[src/rtl/tlul_cmd_intg_chk_mc.sv]
// Multi-channel TL-UL A-channel command-integrity checker with sticky flags,
// saturating per-channel error counters and a 4-phase alert handshake.

package tlul_pkg;
    localparam int H2DCmdMaxWidth = 57;

    typedef logic [3:0] mubi4_t;

    typedef enum logic [2:0] {
        PutFullData    = 3'h0,
        PutPartialData = 3'h1,
        Get            = 3'h4
    } tl_a_op_e;

    typedef struct packed {
        logic [4:0] rsvd;
        mubi4_t     instr_type;
        logic [6:0] cmd_intg;
        logic [6:0] data_intg;
    } tl_a_user_t;

    typedef struct packed {
        logic       a_valid;
        tl_a_op_e   a_opcode;
        logic [2:0] a_param;
        logic [1:0] a_size;
        logic [7:0] a_source;
        logic [31:0] a_address;
        logic [3:0] a_mask;
        logic [31:0] a_data;
        tl_a_user_t a_user;
        logic       d_ready;
    } tl_h2d_t;

    typedef struct packed {
        mubi4_t      instr_type;
        logic [31:0] addr;
        tl_a_op_e    opcode;
        logic [3:0]  mask;
    } tl_h2d_cmd_intg_t;

    function automatic tl_h2d_cmd_intg_t extract_h2d_cmd_intg(tl_h2d_t tl);
        tl_h2d_cmd_intg_t payload;
        payload.instr_type = tl.a_user.instr_type;
        payload.addr       = tl.a_address;
        payload.opcode     = tl.a_opcode;
        payload.mask       = tl.a_mask;
        return payload;
    endfunction
endpackage

// Hsiao (64,57) SECDED decoder: 57 data bits in [56:0], check bits in [63:57].
module prim_secded_64_57_dec (
    input  logic [63:0] data_i,
    output logic [56:0] data_o,
    output logic [6:0]  syndrome_o,
    output logic [1:0]  err_o
);
    localparam logic [6:0][63:0] SynMask = {
        64'h81FBDDA769A46910, 64'h41F7BB56D5525488, 64'h21EF76CDB2C93244,
        64'h11DEEE3B8E388E22, 64'h09BDE1F87E0781E1, 64'h057C1FF801FF801F,
        64'h0303FFF800007FFF
    };

    logic [6:0] col;

    always_comb begin
        syndrome_o = '0;
        col        = '0;
        data_o     = data_i[56:0];
        for (int i = 0; i < 7; i++) begin
            syndrome_o[i] = ^(data_i & SynMask[i]);
        end
        // A single-bit error flips the data bit whose column matches the syndrome.
        for (int b = 0; b < 57; b++) begin
            for (int i = 0; i < 7; i++) begin
                col[i] = SynMask[i][b];
            end
            data_o[b] = data_i[b] ^ (syndrome_o == col);
        end
        err_o[0] = ^syndrome_o;
        err_o[1] = ~(^syndrome_o) & (|syndrome_o);
    end
endmodule

module tlul_cmd_intg_chk_mc
    import tlul_pkg::*;
#(
    parameter int NumCh    = 2,
    parameter bit Pipeline = 1'b1,
    parameter int ErrCntW  = 8
) (
    input  logic                       clk_i,
    input  logic                       rst_i,
    input  tl_h2d_t [NumCh-1:0]        tl_i,
    input  logic [NumCh-1:0]           a_ready_i,
    input  logic [NumCh-1:0]           clr_i,
    output logic [NumCh-1:0]           err_o,
    output logic [NumCh-1:0]           err_sticky_o,
    output logic [NumCh*ErrCntW-1:0]   err_cnt_o,
    output logic                       alert_req_o,
    input  logic                       alert_ack_i
);
    if ($bits(tl_h2d_cmd_intg_t) > H2DCmdMaxWidth) begin : gen_width_chk
        $fatal(1, "command integrity payload wider than H2DCmdMaxWidth");
    end
    if (NumCh < 1 || NumCh > 16) begin : gen_numch_chk
        $fatal(1, "NumCh must be in 1..16");
    end
    if (ErrCntW < 2 || ErrCntW > 16) begin : gen_cntw_chk
        $fatal(1, "ErrCntW must be in 2..16");
    end

    typedef enum logic [1:0] {
        StIdle   = 2'd0,
        StReq    = 2'd1,
        StWaitLo = 2'd2
    } alert_st_e;

    logic [NumCh-1:0][63:0]          dec_in;
    logic [NumCh-1:0][56:0]          dec_data;
    logic [NumCh-1:0][6:0]           dec_syn;
    logic [NumCh-1:0][1:0]           dec_err;
    logic [NumCh-1:0]                raw;
    logic [NumCh-1:0]                acc;
    logic [NumCh-1:0]                unused_ch;
    logic                            unused_tl;
    logic                            new_err;

    logic [NumCh-1:0][ErrCntW-1:0]   cnt_q, cnt_d, cnt_base;
    logic [NumCh-1:0]                sticky_q, sticky_d;
    alert_st_e                       state_q;
    logic                            pending_q;
    logic                            alert_req_q;

    for (genvar c = 0; c < NumCh; c++) begin : gen_ch
        assign dec_in[c] = {tl_i[c].a_user.cmd_intg,
                            H2DCmdMaxWidth'(extract_h2d_cmd_intg(tl_i[c]))};

        prim_secded_64_57_dec u_dec (
            .data_i     (dec_in[c]),
            .data_o     (dec_data[c]),
            .syndrome_o (dec_syn[c]),
            .err_o      (dec_err[c])
        );

        assign raw[c] = tl_i[c].a_valid & (|dec_err[c]);
        assign acc[c] = raw[c] & a_ready_i[c];

        assign unused_ch[c] = ^{tl_i[c].a_param, tl_i[c].a_size, tl_i[c].a_source,
                                tl_i[c].a_data, tl_i[c].a_user.rsvd,
                                tl_i[c].a_user.data_intg, tl_i[c].d_ready,
                                dec_data[c], dec_syn[c]};
    end

    assign unused_tl = ^unused_ch;
    assign new_err   = |acc;

    if (Pipeline) begin : gen_pipe
        logic [NumCh-1:0] err_q;
        always_ff @(posedge clk_i or posedge rst_i) begin
            if (rst_i) begin
                err_q <= '0;
            end else begin
                err_q <= raw;
            end
        end
        assign err_o = err_q;
    end else begin : gen_comb
        assign err_o = raw;
    end

    // Clear applies before the increment, so clear+error in one cycle lands on 1.
    always_comb begin
        cnt_base = '0;
        cnt_d    = '0;
        for (int c = 0; c < NumCh; c++) begin
            cnt_base[c] = clr_i[c] ? '0 : cnt_q[c];
            cnt_d[c]    = (acc[c] && (cnt_base[c] != {ErrCntW{1'b1}}))
                          ? cnt_base[c] + ErrCntW'(1) : cnt_base[c];
        end
    end

    assign sticky_d = acc | (sticky_q & ~clr_i);

    always_ff @(posedge clk_i or posedge rst_i) begin
        if (rst_i) begin
            cnt_q    <= '0;
            sticky_q <= '0;
        end else begin
            cnt_q    <= cnt_d;
            sticky_q <= sticky_d;
        end
    end

    // Errors arriving mid-handshake collapse into one pending follow-up alert.
    always_ff @(posedge clk_i or posedge rst_i) begin
        if (rst_i) begin
            state_q     <= StIdle;
            pending_q   <= 1'b0;
            alert_req_q <= 1'b0;
        end else begin
            case (state_q)
                StIdle: begin
                    if (new_err || pending_q) begin
                        state_q     <= StReq;
                        pending_q   <= 1'b0;
                        alert_req_q <= 1'b1;
                    end
                end
                StReq: begin
                    if (new_err) begin
                        pending_q <= 1'b1;
                    end
                    if (alert_ack_i) begin
                        state_q     <= StWaitLo;
                        alert_req_q <= 1'b0;
                    end
                end
                StWaitLo: begin
                    if (new_err) begin
                        pending_q <= 1'b1;
                    end
                    if (!alert_ack_i) begin
                        state_q <= StIdle;
                    end
                end
                default: begin
                    state_q     <= StIdle;
                    alert_req_q <= 1'b0;
                end
            endcase
        end
    end

    assign err_sticky_o = sticky_q;
    assign err_cnt_o    = cnt_q;
    assign alert_req_o  = alert_req_q;
endmodule

[config.mk]
export PLATFORM = sky130hd
export DESIGN_NAME = tlul_cmd_intg_chk_mc
export DESIGN_NICKNAME = d
export VERILOG_FILES = /design/src/rtl/tlul_cmd_intg_chk_mc.sv
export SDC_FILE = /design/constraint.sdc
export NUM_CORES = 1
export LEC_CHECK = 0
export CAP_MARGIN = 20
export CORE_MARGIN = 3
export CORE_UTILIZATION = 38
export CTS_CLUSTER_DIAMETER = 100
export DETAILED_ROUTE_END_ITERATION = 16
export GPL_TIMING_DRIVEN = 0
export PLACE_DENSITY = 0.89
export SLEW_MARGIN = 40
export SYNTH_ARGS = -nofsm -noshare
export SYNTH_HDL_FRONTEND = slang
export SYNTH_SLANG_ARGS = --single-unit
[constraint.sdc]
create_clock -name clk_i -period 4.1 [get_ports clk_i]
set_clock_uncertainty 0.2 [all_clocks]
set_input_delay 0.615 -clock clk_i [delete_from_list [all_inputs] [get_ports clk_i]]
set_output_delay 0.615 -clock clk_i [all_outputs]
set_load 0.02 [all_outputs]
==> impl_metrics.toml <==
[run_status]
run_status = "complete, no violations"

[place]
placed_cell_area_um2 = 4650
place_congestion = 0.898
numPlacedInstances = 569
io_buffer_count = 128
post-place-ws_ps = -459
place_hpwl_mm = 7.25

[job]
max_cap_violations = 0

[cts]
cts.reportedPaths.clkPinSlew_ps = 90
cts.sink_count = 24
cts_buf_count = 3
cts.root.buffer_cell = "clkbuf_8"
clkLatencyLatePin_ps = 260
ctsLongestPathBuffers = 2
ctsHoldBuffers = 0
cts.htree.levels = 1
cts_tree = "done"

[finish]
layout.cell_area.non_filler_um2 = 5080
filler_cell_count = 650
multiInputGateArea_um2 = 2800
final_layout_size_suffix_gt1_share_pct = 12.9
area_delta_synth_final_pct = 57.0
antennaDiodeCount = 0
final_util_pct = 61.5
finalNetCount = 719
seqCellArea_um2 = 601
finalNonFillerCells = 586

[worst_setup_path]
setup.worst_path.end_class = "flop"
worst_path_dominant_cell_family = "XOR/XNOR gates"
timing.critical_path.arrival_ps = 3990
crit_path_class = "in -> reg"
timing.critical_path.required_ps = 4060
crit_chain = "clkdlybuf4s50_1 -> xnor2_2 -> buf_4 -> xnor2_1 -> xnor2_1 -> xnor2_1 -> xnor2_1 -> ha_1 -> xnor3_1 -> and4_1 -> nand2b_1 -> mux2i_4 -> or2_1 -> buf_6 -> a41oi_2 -> mux2_4"
cp.buffers_inverters = 3
crit_top_cell = "xnor2_1"
critical-path-slowest-cell = "clkdlybuf4s50_1"
path_max_fanout = 8
start_kind = "input pin"
slowest_delay_ps = 490

[sta]
worst_slew_pin_slew_ps = 514
tns_ps = 0
clock.fmax_mhz = 248
timing.final.max_slew_violations = 0
worst_slew_margin_rel_pct = 65.7
finalWorstPathRequiredPeriod_ps = 4030
min_period_over_period_pct = 98.4
worst_slack_ps = 67.6
hold_ws_ps = 326
timing_hold_violations_final = 0
report.final.setup_viol = 0

[route]
drc = 0
met3_wirelength_um = 789
drt_wl_total_mm = 9.07
met2RoutedLength_mm = 4.63
detailedRoute.firstIterationViolations = 51
wire_per_inst_um = 15.5
drt_pre_antenna_iters = 4
drt.antenna.violating_nets = 0
topRoutingLayerUsed = "met4"
vias = 2804
drt-vias-per-instance = 4.78
met1Wirelength_mm = 3.40

[grt]
global_route.usage.total_pct = 17.4
pin_count_of_the_biggest_net_entering_global_routing = 25
antenna_violations_before_repair = 0
first_global_vias = 2920
grt_overflow = 0
global_route_wire_length_before_repair_mm = 13.9

[synth]
post_synth_num_cell_types = 39
synth.ff_latch_count = 24
post_synth.cell_area_avg_um2 = 9.63
post_synth_instance_area_um2 = 3230
synth_top_flop_cell = "dfrtp_1"
synth_nets = 573
ys.warnings.count = 0
ys_top_cells_by_area = "xnor2_1 45%, dfrtp_1 19%, xor2_1 6.8%, xnor3_1 4.9%, ha_1 4.6%"
postSynth.asyncResetShare_pct = 100
postSynthCellCount = 336
synth_top_area_cell = "xnor2_1"
synth.yosys.seq_area_share_pct = 18.6
number_of_enable_flip_flop_cells_after_synthesis = 0
proportion_of_netlist_area_held_by_the_largest_area_contributor_pct = 45.5

[power]
leakage_power_summed_over_all_cells_nw = 2.15
fin_total_pwr_mw = 1.89
ir_worst_vdd_uv = 204
power.density_cell_area_nw_per_um2 = 373

[floorplan]
rows = 33
core_region_area_um2 = 8260
io_pins = 246
floorplan.initialDensity_pct = 39.2
die_h_um = 98.3
die-area_um2 = 9650
floorplan.die.width_um = 98.3

[min_path]
worstHoldPathType = "reg -> reg"
==> registers in the layout, indices dropped and copies added, names as in the netlist <==
signal	count
err_cnt_o	16
err_o	2
err_sticky_o	2
state_q	2
alert_req_o	1
pending_q	1
==> cell usage after synthesis, types with 2 or more instances <==
library cell,n
a31oi_1,3
and4_1,2
nor2b_1,12
xor2_1,25
xnor3_1,7
ha_1,12
nand4_1,3
a21o_1,2
xnor2_1,168
nor3_1,3
o22a_1,2
and3_1,4
a21oi_1,5
nand2_1,9
a31o_2,3
clkbuf_1,2
nor2_1,7
o21ai_0,3
inv_1,11
a211oi_1,3
dfrtp_1,24
mux2_2,4
and2_1,3
nand3_1,4
==> path summary, 6_finish.rpt <==
check | startpoint | to | slack [ps] | depth (start not counted)
min in group asynchronous | rst_i | err_o[0]$_DFF_PP0_ | 490 | 2
max | tl_i[174] | state_q[1]$_DFFE_PP0P_ | 70 | 16
max in group asynchronous | rst_i | err_cnt_o[9]$_DFF_PP0_ | 2860 | 2
min reg2reg | alert_req_o$_DFFE_PP0P_ | alert_req_o$_DFFE_PP0P_ | 330 | 1
max reg2reg | err_cnt_o[10]$_DFF_PP0_ | err_cnt_o[14]$_DFF_PP0_ | 1940 | 7
min | alert_req_o$_DFFE_PP0P_ | alert_req_o$_DFFE_PP0P_ | 330 | 1
==> power breakdown <==
group	switching, mW	internal [mW]	total, mW
clock	0.0766	0.0857	0.162
combinational	0.592	0.852	1.44
sequential	0.0217	0.267	0.289
==> timing repair <==
item,4_1_cts,5_1_grt
gates resized for setup,14,48
setup endpoints to repair,9,10
hold endpoints to repair,0,0
pin swaps,11,22
buffers inserted,4,8
cloned,0,1
==> final cells by class <==
class / instances / area share, %
Buffer: 4 / 0.591
Clock buffer: 4 / 1.08
Inverter: 11 / 0.813
Multi-Input combinational cell: 297 / 55.2
Sequential cell: 24 / 11.8
Tap cell: 105 / 2.59
Timing Repair Buffer: 141 / 27.9
==> layout by cell type, fill, tap and decap left out, types with 4 or more instances in the layout <==
master             n
xnor2_1          145
clkdlybuf4s50_1  102
dfrtp_1           24
xnor2_2           23
xor2_1            21
dlymetal6s2s_1    20
ha_1              12
buf_4             12
nor2b_1           11
inv_1             10
nand2_1            9
xnor3_1            7
nor2_1             7
dlygate4sd2_1      6
a21oi_1            5
xor2_2             4
and3_1             4
nand3_1            4
mux2_2             4
clkbuf_8           4
==> layer usage <==
metal,GRT usage [%],up-vias
met5,0,-
met4,2.73,0
met3,5.57,15
met2,32.6,130
met1,19.5,1286
li1,-,1373
==> logic make-up (layout without fill, tap and decap cells) <==
family                   count (synthesis)  count (layout)  synth area share [%]
buffers and inverters                   15             160                  2.01
multiplexers                             6               6                  2.28
flip-flops                              24              24                  18.6
adder cells (fa/ha/maj)                 12              12                  4.64
XOR/XNOR                               201             201                  57.9
AO/OA/AOI/OAI                           25              25                  5.61
AND/OR/NAND/NOR                         53              53                  9.01
Power figures use the tool's default switching activity.
